### config.mk
export PLATFORM = sky130hd
export DESIGN_NAME = rgb2gray
export DESIGN_NICKNAME = d
export VERILOG_FILES = /design/src/rtl/rgb2gray.sv
export SDC_FILE = /design/constraint.sdc
export NUM_CORES = 1
export LEC_CHECK = 0
export BUFFER_PORTS_ARGS = -buffer_cell sky130_fd_sc_hd__buf_2
export CORE_MARGIN = 3
export CORE_UTILIZATION = 49
export CTS_CLUSTER_DIAMETER = 100
export DETAILED_ROUTE_END_ITERATION = 16
export PLACE_DENSITY = 0.69
export SETUP_SLACK_MARGIN = 0.02
export SLEW_MARGIN = 20
export SYNTH_ARGS = -nofsm -noshare
export SYNTH_HDL_FRONTEND = slang
export SYNTH_SLANG_ARGS = --single-unit
### constraint.sdc
create_clock -name clk_i -period 4.45 [get_ports clk_i]
set_clock_uncertainty 0.2 [all_clocks]
set_input_delay 0.445 -clock clk_i [delete_from_list [all_inputs] [get_ports clk_i]]
set_output_delay 0.445 -clock clk_i [all_outputs]
set_load 0.05 [all_outputs]
### src/rtl/rgb2gray.sv
// rgb2gray: three-stage RGB to grey converter with valid/ready flow control.
// Define RGB2GRAY_ROUND_EN to round half up in S3 (default build truncates).
module rgb2gray #(
  parameter int ChannelWidth = 8,
  parameter int CoeffR = 77,
  parameter int CoeffG = 150,
  parameter int CoeffB = 29
) (
  input  logic                      clk_i,
  input  logic                      reset_ni,
  input  logic [3*ChannelWidth-1:0] data_i,
  input  logic                      valid_i,
  output logic                      ready_o,
  output logic                      valid_o,
  output logic [ChannelWidth-1:0]   data_o,
  input  logic                      ready_i
);

  localparam int W  = ChannelWidth;
  localparam int PW = W + 8;
  localparam int SW = W + 10;

  localparam logic [PW-1:0] KR = PW'(CoeffR);
  localparam logic [PW-1:0] KG = PW'(CoeffG);
  localparam logic [PW-1:0] KB = PW'(CoeffB);

  if (CoeffR + CoeffG + CoeffB > 256) begin : g_sum_chk
    $error("rgb2gray: CoeffR+CoeffG+CoeffB must be <= 256");
  end
  if (CoeffR > 255 || CoeffG > 255 || CoeffB > 255) begin : g_q08_chk
    $error("rgb2gray: each coefficient must fit in Q0.8");
  end

  logic [W-1:0]  ch_r;
  logic [W-1:0]  ch_g;
  logic [W-1:0]  ch_b;

  logic          v1;
  logic          v2;
  logic          v3;
  logic [PW-1:0] p_r;
  logic [PW-1:0] p_g;
  logic [PW-1:0] p_b;
  logic [SW-1:0] sum;

  logic          load1;
  logic          load2;
  logic          load3;
  logic          in_fire;

  logic [SW-1:0] sum_adj;
  logic [W+1:0]  scaled;
  logic [W-1:0]  y_next;

  assign ch_r = data_i[3*W-1:2*W];
  assign ch_g = data_i[2*W-1:W];
  assign ch_b = data_i[W-1:0];

  // A stage may load when empty or when its content moves on this cycle.
  assign load3   = !v3 || ready_i;
  assign load2   = !v2 || load3;
  assign load1   = !v1 || load2;
  assign ready_o = load1;
  assign in_fire = valid_i && load1;
  assign valid_o = v3;

`ifdef RGB2GRAY_ROUND_EN
  assign sum_adj = sum + SW'(128);
`else
  assign sum_adj = sum;
`endif

  // Drop the Q0.8 fraction and clamp anything above full scale.
  assign scaled = sum_adj[SW-1:8];
  assign y_next = (|scaled[W+1:W]) ? '1 : scaled[W-1:0];

  // S1: per-channel weighted products.
  always_ff @(posedge clk_i or negedge reset_ni) begin
    if (!reset_ni) begin
      v1  <= 1'b0;
      p_r <= '0;
      p_g <= '0;
      p_b <= '0;
    end else if (load1) begin
      v1 <= in_fire;
      if (in_fire) begin
        p_r <= PW'(ch_r) * KR;
        p_g <= PW'(ch_g) * KG;
        p_b <= PW'(ch_b) * KB;
      end
    end
  end

  // S2: sum of the three products.
  always_ff @(posedge clk_i or negedge reset_ni) begin
    if (!reset_ni) begin
      v2  <= 1'b0;
      sum <= '0;
    end else if (load2) begin
      v2 <= v1;
      if (v1) begin
        sum <= SW'(p_r) + SW'(p_g) + SW'(p_b);
      end
    end
  end

  // S3: scaled, saturated grey sample held until taken downstream.
  always_ff @(posedge clk_i or negedge reset_ni) begin
    if (!reset_ni) begin
      v3     <= 1'b0;
      data_o <= '0;
    end else if (load3) begin
      v3 <= v2;
      if (v2) begin
        data_o <= y_next;
      end
    end
  end

endmodule

==> impl_metrics.ini <==
[global_route]
first_global_vias = 4317
antenna_found_initial = 0
grt.overflow.total = 0
grt_max_degree = 53
grt_first_pass_wirelength_um = 19000
grtUsageTotal_pct = 17.7

[sta]
period_needed_ns = 4.00
fmax_mhz = 250
finalMaxSlewViolations = 0
fin_crit_sh_pct = 90.0
hold_viol = 0
worstMarginPinSlew_ns = 0.999
slew_headroom_pct = 33.4
tns_ns = 0
setup_viol = 0
rsz0062_at_grt = no
hold_slack_ns = 0.150

[critical_path]
crit_buf_inv = 3
rrSetupSlack_ns = 1.07
cp-start-kind = primary input
required_ns = 4.45
worstPathCellList = buf_2 -> ha_1 -> ha_1 -> inv_1 -> fa_1 -> fa_1 -> inv_1 -> ha_1 -> a2111oi_0 -> o31ai_1 -> a2111oi_0 -> nor3_1
cp_top_family = adder cells
worstSetupPathType = primary input to flip-flop
r2r_start = p_r[4]
r2r_cells = 11
crit_top_cell = ha_1
reg2reg_to = sum[15]
cpPeakStageDelay_ns = 0.66
crit_arrival_ns = 4.00
crit_path_end_kind = flip-flop
slowest_stage = a2111oi_0
crit_fanout = 4

[logic_synthesis]
synthCells = 621
ys_top_cells_by_area = dfrtp_1 (27%), ha_1 (24%), fa_1 (13%), inv_1 (5.1%), nand2_1 (4.9%)
synthTopCellsByCount = ha_1 (114), inv_1 (80), nand2_1 (77), dfrtp_1 (63), fa_1 (38)
synth_top_cell_area_share_pct = 26.8
avgSynthCellArea_um2 = 9.46
ys_seq_area_share_pct = 26.8
syn-num-nets = 801
ys_ff_latch = 63
synth-edff-count = 0
synth_flop_cell = dfrtp_1
yosysMostFrequentCell = ha_1
async_reset_ff_share_pct = 100
synth_top_area_cell = dfrtp_1
synth_area_mm2 = 0.00587
ys_types = 53
ys_warn_count = 0

[final_layout]
drive_above_1_share_pct = 9.80
nets = 838
final_cells = 806
area_delta_synth_final_pct = 10.7
antenna_cells = 0

[place]
gp_congestion = 0.859
dp_cells = 789
io_buffers = 37
dp_hpwl_um = 8620

[clock_tree]
htreeDepth = 3
clk_pin_slew_ns = 0.05
clockRootBuffer = clkbuf_16
clock_path_buffers = 2
cts_tree = built
cts_buffers = 9
insertion_delay_ns = 0.33
post_cts_buffers = 0
clock_sinks = 63
cts_resized = 0
cts_hold_buf = 1

[floorplan]
die_x_um = 115
ios = 38
core.rowCount = 39
coreArea_mm2 = 0.0116
chipHeight_um = 115
die-area_mm2 = 0.0133
start_util_pct = 50.8

[routing]
drtPass1Iterations = 4
wl_um = 10700
drtAntennaViolNets = 0
via_per_inst = 5.30
drt_iter0_drc = 153
dr_total_vias = 4274
post_drt_wl_per_cell_um = 13.2
drc = 0

[power]
pwr_density_cell_mw_per_mm2 = 592
finalPower_mw = 3.85
p_leak_nw = 3.36
ir_drop_mv = 0.336

[run]
cap_violations = 0

[worst_hold_path]
hold_path.class = primary input to flip-flop
min_to = v1
min_from = valid_i
hold_path_depth = 2

[outcome]
status = finished clean
[power breakdown]
group | internal, mW | leakage [nW] | switching, mW
clock network | 0.445 | 0.146 | 0.237
registers | 0.796 | 0.748 | 0.157
logic | 0.953 | 2.46 | 1.26
total | 2.19 | 3.36 | 1.66
[flip-flops by register name (all words and copies together) (netlist names)]
name and count:
sum 9, p_b 13, data_o 8, valid_o 1, v2 1, p_r 15, p_g 15, v1 1
[cells by family (layout without fill, tap and decap cells)]
group	after synthesis	after routing	synth area share (%)
AND/OR/NAND/NOR	160	160	12.8
AO/OA/AOI/OAI	130	130	13.8
buffers and inverters	94	136	6.01
flip-flops	63	63	26.8
adder cells (fa/ha/maj)	152	152	37.2
multiplexers	1	1	0.170
XOR/XNOR	21	21	3.13
[worst reg2reg max path, delay by kind of cell (launching register included)]
| kind | cells | cell delay (ns) |
|---|---|---|
| simple gates | 3 | 0.87 |
| flops | 1 | 0.34 |
| buf+inv | 2 | 0.10 |
| fa+ha+maj | 2 | 0.74 |
| compound gates | 4 | 1.01 |
[placed cells by master (no fill, tap or decap), drive strengths merged, types with 12 or more instances in the layout]
cell / netlist / routed
a21oi: 31 / 31
buf: 2 / 39
clkbuf: 12 / 12
dfrtp: 63 / 63
fa: 38 / 38
ha: 114 / 114
inv: 80 / 80
nand2: 78 / 78
nor2: 33 / 33
o21ai: 47 / 47
xor2: 13 / 13
[how the worst max path moves through the flow]
stage               startpoint       to  slack, ns  cells after the start
CTS                 data_i[12]  p_g[15]       0.51                     12
floorplan           data_i[12]  p_g[15]       0.63                     11
detailed placement  data_i[12]  p_g[15]       0.17                     12
global route        data_i[12]  p_g[15]       0.26                     12
finish              data_i[12]  p_g[15]       0.45                     12
global placement    data_i[12]  p_g[15]       0.26                     12
[area by class of cell]
class                   instances  area, um^2
repair buffers                 40         210
multi-input cells             464        3950
clock inverters                 4        45.0
clock buffers                  12         246
inverters                      80         300
fillers                      1038        5060
well taps                     143         179
flip-flops and latches         63        1580
[layer usage]
| metal | wire length (um) | GRT usage [%] |
|---|---|---|
| met5 | 0 | 0 |
| met4 | 74 | 3.52 |
| met3 | 345 | 4.75 |
| met2 | 5350 | 30.9 |
| met1 | 4900 | 22.1 |
[stage by stage]
step           utilization, %  setup WS (ns)  instance area (um^2)
3_5_place_dp             53.6          0.173                  6200
2_1_floorplan               -          0.632                  5870
3_3_place_gp             53.6          0.259                  6200
4_1_cts                  56.2          0.509                  6500
5_1_grt                  56.2          0.262                  6500
6_report                 56.2          0.446                  6500
Note: power is estimated with default switching activity, not from simulation.
